File: src/rtl/jt12_pkg.sv
// Shared slot encodings and helpers for the jt12 FM core.
package jt12_pkg;

    localparam int unsigned NUM_SLOTS = 24;
    localparam int unsigned NUM_CH    = 6;
    localparam int unsigned NUM_OP    = 4;
    localparam int unsigned OP_W      = 2;
    localparam int unsigned CH_W      = 3;
    localparam int unsigned IDX_W     = 3;

    // Operator codes in slot-counter order (S1, S3, S2, S4).
    typedef enum logic [OP_W-1:0] {
        OP_S1 = 2'd0,
        OP_S3 = 2'd1,
        OP_S2 = 2'd2,
        OP_S4 = 2'd3
    } op_code_e;

    // Channel codes as written to register 0x28; 3 and 7 are holes.
    typedef enum logic [CH_W-1:0] {
        CH_1   = 3'd0,
        CH_2   = 3'd1,
        CH_3   = 3'd2,
        CH_BAD = 3'd3,
        CH_4   = 3'd4,
        CH_5   = 3'd5,
        CH_6   = 3'd6,
        CH_BD2 = 3'd7
    } ch_code_e;

    // One slot position of the operator sequencer.
    typedef struct packed {
        logic [OP_W-1:0] op;
        logic [CH_W-1:0] ch;
    } slot_t;

    // Channel code to dense 0..5 channel index.
    function automatic logic [IDX_W-1:0] ch_index(input logic [CH_W-1:0] c);
        return c[2] ? (IDX_W'(c[1:0]) + IDX_W'(3)) : IDX_W'(c[1:0]);
    endfunction

    // Codes 3 and 7 do not address a channel.
    function automatic logic ch_valid(input logic [CH_W-1:0] c);
        return c[1:0] != 2'd3;
    endfunction

    // Operator code to keyon_op bit position (S1=0, S2=1, S3=2, S4=3).
    function automatic logic [1:0] op_bit(input logic [OP_W-1:0] op);
        logic [1:0] b;
        case (op)
            OP_S1:   b = 2'd0;
            OP_S3:   b = 2'd2;
            OP_S2:   b = 2'd1;
            default: b = 2'd3;
        endcase
        return b;
    endfunction

endpackage

File: src/rtl/jt12_slot_next.sv
// Combinational successor of the current operator slot.
module jt12_slot_next
    import jt12_pkg::*;
(
    input  logic [OP_W-1:0] cur_op,
    input  logic [CH_W-1:0] cur_ch,
    output logic [OP_W-1:0] next_op_c,
    output logic [CH_W-1:0] next_ch_c
);

    // Channels run 0,1,2,4,5,6; the operator advances after channel 6.
    always_comb begin
        next_ch_c = cur_ch + CH_W'(1);
        next_op_c = cur_op;
        if (cur_ch[1:0] == 2'd2) begin
            next_ch_c = cur_ch + CH_W'(2);
        end
        if (cur_ch == CH_6) begin
            next_op_c = cur_op + OP_W'(1);
        end
    end

endmodule

File: src/rtl/jt12_keyon_ctrl.sv
// Key-on state for all 24 operator slots, with CSM key-on of channel 3.
module jt12_keyon_ctrl
    import jt12_pkg::*;
(
    input  logic            clk,
    input  logic            rst,
    input  logic            clk_en,
    input  logic [3:0]      keyon_op,
    input  logic [CH_W-1:0] keyon_ch,
    input  logic [OP_W-1:0] cur_op,
    input  logic [CH_W-1:0] cur_ch,
    input  logic            up_keyon,
    input  logic            csm,
    input  logic            overflow_A,
    output logic            keyon_I
);

    logic [NUM_CH-1:0][NUM_OP-1:0] kon;
    logic                          csm_pend;
    slot_t                         csm_slot;
    slot_t                         cur_slot;

    logic [OP_W-1:0]  next_op;
    logic [CH_W-1:0]  next_ch;
    logic             wr_valid_c;
    logic [IDX_W-1:0] wr_idx_c;
    logic [IDX_W-1:0] nxt_idx_c;
    logic [1:0]       nxt_bit_c;
    logic             kon_nxt_c;
    logic             csm_hit_c;

    jt12_slot_next u_slot_next (
        .cur_op    (cur_op),
        .cur_ch    (cur_ch),
        .next_op_c (next_op),
        .next_ch_c (next_ch)
    );

    // Decode the write target and the next slot's key-on bit, write-first.
    always_comb begin
        cur_slot   = '{op: cur_op, ch: cur_ch};
        wr_valid_c = up_keyon & ch_valid(keyon_ch);
        wr_idx_c   = ch_index(keyon_ch);
        nxt_idx_c  = ch_index(next_ch);
        nxt_bit_c  = op_bit(next_op);
        kon_nxt_c  = kon[nxt_idx_c][nxt_bit_c];
        if (wr_valid_c && (wr_idx_c == nxt_idx_c)) begin
            kon_nxt_c = keyon_op[nxt_bit_c];
        end
        csm_hit_c = csm & csm_pend & (next_ch == CH_3);
    end

    // Register 0x28 writes replace all four operator bits of one channel.
    always_ff @(posedge clk) begin
        if (rst) begin
            kon <= '0;
        end else if (clk_en && wr_valid_c) begin
            kon[wr_idx_c] <= keyon_op;
        end
    end

    // Timer A overflow holds CSM key-on for one full slot rotation.
    always_ff @(posedge clk) begin
        if (rst) begin
            csm_pend <= 1'b0;
            csm_slot <= '0;
        end else if (clk_en) begin
            if (overflow_A) begin
                csm_pend <= 1'b1;
                csm_slot <= cur_slot;
            end else if (csm_pend && (cur_slot == csm_slot)) begin
                csm_pend <= 1'b0;
            end
        end
    end

    // Present the next slot's key-on one stage ahead of the slot counter.
    always_ff @(posedge clk) begin
        if (rst) begin
            keyon_I <= 1'b0;
        end else if (clk_en) begin
            keyon_I <= kon_nxt_c | csm_hit_c;
        end
    end

endmodule

File: config.mk
export PLATFORM = sky130hd
export DESIGN_NAME = jt12_keyon_ctrl
export DESIGN_NICKNAME = d
export VERILOG_FILES = /design/src/rtl/jt12_pkg.sv /design/src/rtl/jt12_slot_next.sv /design/src/rtl/jt12_keyon_ctrl.sv
export SDC_FILE = /design/constraint.sdc
export NUM_CORES = 1
export LEC_CHECK = 0
export ABC_AREA = 0
export BUFFER_PORTS_ARGS = -buffer_cell sky130_fd_sc_hd__buf_4
export CAP_MARGIN = 5
export CORE_ASPECT_RATIO = 0.5
export CORE_MARGIN = 2
export CORE_UTILIZATION = 47
export DETAILED_ROUTE_END_ITERATION = 10
export PLACE_DENSITY = 0.74
export SLEW_MARGIN = 20
export SYNTH_ARGS = -nofsm -noshare
export SYNTH_HDL_FRONTEND = slang
export SYNTH_SLANG_ARGS = --single-unit
File: constraint.sdc
create_clock -name clk -period 2.25 [get_ports clk]
set_input_delay 0.3375 -clock clk [delete_from_list [all_inputs] [get_ports clk]]
set_output_delay 0.3375 -clock clk [all_outputs]
set_load 0.01 [all_outputs]
==> flow_metrics.env, run 1 <==
export IMPL_clk_latency_ns=0.28
export IMPL_synth_edf_count=0
export IMPL_synth_most_common_cell="dfxtp_1"
export IMPL_synth_cells=229
export IMPL_crit_chain="buf_4, nor2_1, inv_1, ha_2, buf_4, and2_1, o21ai_1, a32oi_1, nor2_1, a21oi_1, o221ai_1, a211oi_2"
export IMPL_ant_nets=0
export IMPL_syn_nets=250
export IMPL_synth_top_area_share_pct=31.2
export IMPL_ys_dominant_reg_cell="dfxtp_1"
export IMPL_cts_buffer_depth=2
export IMPL_p_per_area_mw_per_mm2=597
export IMPL_drv_cap=0
export IMPL_drv_slew=0
export IMPL_worstPathArrival_ns=2.21
export IMPL_hold_violations=0
export IMPL_hpwl_um=3570
export IMPL_cts_tree="yes"
export IMPL_outcome="finished clean"
export IMPL_vias=1690
export IMPL_postCtsHoldBufs=0
export IMPL_io_pins=19
export IMPL_netlist_top_cells_area="dfxtp_1 (31%), mux2i_1 (14%), nor2_1 (5.7%)"
export IMPL_skew_ns=0.00637
export IMPL_synth_async_sr_flop_share_pct=0
export IMPL_slowest_stage="ha_2"
export IMPL_drt_initial_drc_count=154
export IMPL_antenna_found_initial=0
export IMPL_pre_cts_ws_ns=-0.0850
export IMPL_p_leak_nw=0.883
export IMPL_port_buffer_count=18
export IMPL_diodes=0
export IMPL_cts_root_buf="clkbuf_8"
export IMPL_ys_ff_latch=31
export IMPL_yosysTopAreaCell="dfxtp_1"
export IMPL_synth_avg_cell_area_um2=8.70
export IMPL_finalWorstSetupSlack_ns=0.248
export IMPL_route_detailed_drc=0
export IMPL_drtPass1Iterations=4
export IMPL_core_area_mm2=0.00398
export IMPL_netlist_area_mm2=0.00199
export IMPL_dieArea_mm2=0.00481
export IMPL_area_growth_pct=15.4
export IMPL_grt_pass1_vias=1589
export IMPL_vdd_ir_drop_max_v=0.000247
export IMPL_worstPathMaxFanout=8
export IMPL_post_cts_buffers=0
export IMPL_htree_levels=2
export IMPL_cpPeakStageDelay_ns=0.42
export IMPL_fmax_ghz=0.499
export IMPL_via_per_inst=5.56
export IMPL_postLayoutCoreUtil_pct=57.7
export IMPL_gp_routability_congestion=0.903
export IMPL_grt_overflow=0
export IMPL_start_kind="input pin"
export IMPL_track_usage_pct=21.8
export IMPL_die_w_um=96.1
export IMPL_yosys_warnings=0
export IMPL_synth_cell_types=53
export IMPL_layout_drive_gt1_share_pct=20.4
export IMPL_nets=270
export IMPL_grt_pass1_wl_um=7760
export IMPL_totalWireLength_um=4760
export IMPL_fin_crit_sh_pct=89.0
export IMPL_synthTopCellsByCount="dfxtp_1 (31), nor2_1 (30), mux2i_1 (27)"
export IMPL_finalHoldWorstSlack_ns=0.361
export IMPL_crit_required_ns=2.46
export IMPL_tightest_slew_ns=0.449
export IMPL_finalSetupViolCount=0
export IMPL_synth_seq_area_share_pct=31.2
export IMPL_grt_max_degree=32
export IMPL_clk_pin_slew_worst_paths_ns=0.07
export IMPL_worstSetupPathType="input pin to register"
export IMPL_rsz0062_at_grt="no"
export IMPL_cts_resized_gates=0
export IMPL_relSlewSlack_pct=69.9
export IMPL_cts_sinks=31
export IMPL_wl_per_cell_um=15.7
export IMPL_hp_class="input pin to register"
export IMPL_fin_crit_ns=2.00
export IMPL_rows=16
export IMPL_worst_setup_path_end_kind="register"
export IMPL_start_util_pct=50.0
export IMPL_die_height_um=50.0
export IMPL_cts_buffers=5
[final timing paths]
kind / slack, ns / from / to / cells past startpoint
max reg2reg: 0.87 / kon[19] / keyon_I / 5
min: 0.36 / overflow_A / csm_slot[4] / 3
min reg2reg: 0.47 / csm_slot[0] / csm_slot[0] / 2
max: 0.25 / cur_ch[1] / keyon_I / 12
[layout by cell type, fill, tap and decap left out, types with 6 or more instances in the layout]
cell,n
xnor2_1,8
a21oi_1,13
o21ai_1,6
nor2_1,30
mux2i_1,27
nand3_1,10
o21ai_0,7
nand2_1,15
buf_4,30
dfxtp_1,31
[area by class of cell]
cell class              count  area, µm²
clock inverters             3       43.8
multi-input cells         174       1240
clock buffers               5       68.8
repair buffers             30        225
well taps                  54       67.6
inverters                   7       27.5
fillers                   364       1690
flip-flops and latches     31        621
[report_power, final]
group / internal, mW / switching [mW] / total [mW]
Sequential: 0.561 / 0.00904 / 0.570
Clock: 0.329 / 0.219 / 0.549
Combinational: 0.115 / 0.138 / 0.253
[stage by stage]
stage / power (mW) / cell area, µm² / setup TNS (ns) / instances
finish: 1.37 / 2300 / 0 / 304
detailed placement: 0.831 / 2180 / -0.0850 / 296
CTS: 1.38 / 2300 / 0 / 304
floorplan: 0.748 / 1990 / 0 / 229
global placement: 0.828 / 2180 / -0.0227 / 296
global route: 1.44 / 2300 / 0 / 304
[layer usage]
metal / vias up / routed length [µm] / GRT usage [%]
met5: - / 0 / 0
met4: 0 / 24 / 4.29
met3: 2 / 410 / 5.50
met2: 48 / 1960 / 30.8
met1: 782 / 2370 / 32.9
li1: 858 / - / -
[critical path: cells and delay by family]
kind	cells	cell delay, ns
AOI/OAI and AO/OA	5	0.74
and+or+nand+nor	3	0.36
adders and majority gates	1	0.42
buffers and inverters	3	0.36
[logic make-up after synthesis]
group,Yosys count,share of synthesized area [%]
buf+inv,24,6.47
mux,29,16.2
compound gates,51,17.6
simple gates,78,19.7
flops,31,31.2
fa+ha+maj,3,1.88
xor+xnor,13,7.04
[registers in the layout, indices dropped and copies added, names as in the netlist]
register / count
kon: 24
keyon_I: 1
csm_slot: 5
csm_pend: 1
No activity file was read; power rests on OpenSTA's default activity.
==> inputs of run 2 (changes only) <==
--- a/config.mk
+++ b/config.mk
@@ -12,7 +12,8 @@
 export CORE_MARGIN = 2
 export CORE_UTILIZATION = 47
 export DETAILED_ROUTE_END_ITERATION = 10
-export PLACE_DENSITY = 0.74
+export GPL_TIMING_DRIVEN = 1
+export PLACE_DENSITY = 0.72
 export SLEW_MARGIN = 20
 export SYNTH_ARGS = -nofsm -noshare
 export SYNTH_HDL_FRONTEND = slang
==> constraint.sdc (replaced) <==
create_clock -name clk -period 2.48 [get_ports clk]
set_input_delay 0.372 -clock clk [delete_from_list [all_inputs] [get_ports clk]]
set_output_delay 0.372 -clock clk [all_outputs]
set_load 0.01 [all_outputs]
==> flow_metrics.env, run 2 (synthesis results as in run 1) <==
export IMPL_cts_sinks=31
export IMPL_cts_buffers=5
export IMPL_final_common_cell="dfxtp_1"
export IMPL_grt_max_degree=32
export IMPL_multi_input_area_mm2=0.00124
export IMPL_dpl_cell_area_mm2=0.00218
export IMPL_worstPathMaxFanout=8
export IMPL_nets=269
export IMPL_totalWireLength_um=4600
export IMPL_htree_levels=2
export IMPL_hold_violations=0
export IMPL_core_area_mm2=0.00398
export IMPL_die_height_um=50.0
export IMPL_via_per_inst=5.56
export IMPL_grt_pass1_wl_um=7890
export IMPL_timing_reg2reg_setup_slack_ns=0.99
export IMPL_tightest_slew_ns=0.433
export IMPL_finalSetupTns_ns=0
export IMPL_crit_required_ns=2.65
export IMPL_rsz0062_at_grt="no"
export IMPL_largestRegisters="kon: 24 flops, csm_slot: 5 flops"
export IMPL_port_buffer_count=18
export IMPL_drtPass1Iterations=4
export IMPL_hpwl_um=3560
export IMPL_start_kind="input pin"
export IMPL_die_w_um=96.1
export IMPL_grt_overflow=0
export IMPL_hp_class="input pin to register"
export IMPL_worstRegToRegCells=5
export IMPL_io_pins=19
export IMPL_start_util_pct=50.0
export IMPL_fill_cells=375
export IMPL_fin_area_mm2=0.00226
export IMPL_min_path_cells=3
export IMPL_crit_path_end="keyon_I"
export IMPL_drv_cap=0
export IMPL_regArea_um2=621
export IMPL_startpoint="cur_ch[1]"
export IMPL_skew_ns=0.00816
export IMPL_layout_common_cells="dfxtp_1 (31), nor2_1 (30), buf_4 (29)"
export IMPL_p_leak_nw=0.863
export IMPL_relSlewSlack_pct=71.0
export IMPL_vias=1686
export IMPL_route_detailed_drc=0
export IMPL_finalSetupViolCount=0
export IMPL_cts_buffer_depth=2
export IMPL_cts_root_buf="clkbuf_8"
export IMPL_clk_latency_ns=0.28
export IMPL_cts_resized_gates=0
export IMPL_worstReg2RegStart="kon[19]"
export IMPL_drv_slew=0
export IMPL_wl_per_cell_um=15.2
export IMPL_track_usage_pct=21.8
export IMPL_area_growth_pct=13.5
export IMPL_antenna_found_initial=0
export IMPL_cts_tree="yes"
export IMPL_fin_crit_sh_pct=86.7
export IMPL_layout_drive_gt1_share_pct=19.3
export IMPL_largest_reg_flops=24
export IMPL_dieArea_mm2=0.00481
export IMPL_outcome="finished clean"
export IMPL_regMostFlops="kon"
export IMPL_clk_pin_slew_worst_paths_ns=0.07
export IMPL_postCtsHoldBufs=0
export IMPL_vdd_ir_drop_max_v=0.000316
export IMPL_post_cts_buffers=0
export IMPL_fmax_ghz=0.465
export IMPL_worst_setup_path_end_kind="register"
export IMPL_worstPathArrival_ns=2.31
export IMPL_diodes=0
export IMPL_p_per_area_mw_per_mm2=499
export IMPL_r2r_end="keyon_I"
export IMPL_worstSetupPathType="input pin to register"
export IMPL_gp_routability_congestion=0.954
export IMPL_ant_nets=0
export IMPL_rows=16
export IMPL_grt_pass1_vias=1604
export IMPL_fin_crit_ns=2.15
export IMPL_drt_initial_drc_count=93
==> run 2: layer usage <==
layer,global-route usage [%],routed length (µm),vias up
met5,0,0,-
met4,4.76,31,0
met3,7.49,329,4
met2,30.8,1900,39
met1,31.8,2330,790
li1,-,-,853
==> run 2: layout make-up <==
cell class,count,area share [%]
multi-input cells,174,55.0
flip-flops and latches,31,27.4
repair buffers,29,9.63
clock buffers,6,3.21
well taps,54,2.99
inverters,7,1.22
clock inverters,2,0.553
==> run 2: how the worst min path moves through the flow <==
stage,startpoint,end,slack [ns]
after floorplan,csm_slot[1],csm_slot[1],0.45
after detailed placement,csm_slot[0],csm_slot[0],0.46
final,keyon_op[2],kon[6],0.38
after CTS,keyon_op[2],kon[14],0.38
after global placement,csm_slot[3],csm_slot[3],0.46
after global routing,cur_ch[0],csm_slot[0],0.39
==> run 2: where the power goes <==
group	switching [mW]	total, mW	internal [mW]
Sequential	0.00758	0.517	0.509
Combinational	0.123	0.225	0.102
Clock	0.191	0.387	0.196
Total	0.321	1.13	0.806
==> run 2: critical path: stages <==
cell	delay, ns
buf_4	0.14
nor2_1	0.12
inv_1	0.07
ha_1	0.43
nor2b_1	0.11
o31a_1	0.29
xnor2_1	0.14
a2111oi_2	0.27
o2111a_1	0.31
a211oi_2	0.06
==> run 2: stage by stage <==
step | worst slack [ns] | cells | power, mW | utilization (%) | hold slack [ns]
2_1_floorplan | 0.164 | 229 | 0.678 | - | 0.448
3_3_place_gp | 0.0714 | 295 | 0.748 | 54.6 | 0.455
3_5_place_dp | 0.0655 | 295 | 0.751 | 54.6 | 0.464
4_1_cts | 0.348 | 303 | 1.14 | 56.8 | 0.385
5_1_grt | 0.192 | 303 | 1.19 | 56.8 | 0.386
6_report | 0.330 | 303 | 1.13 | 56.8 | 0.382
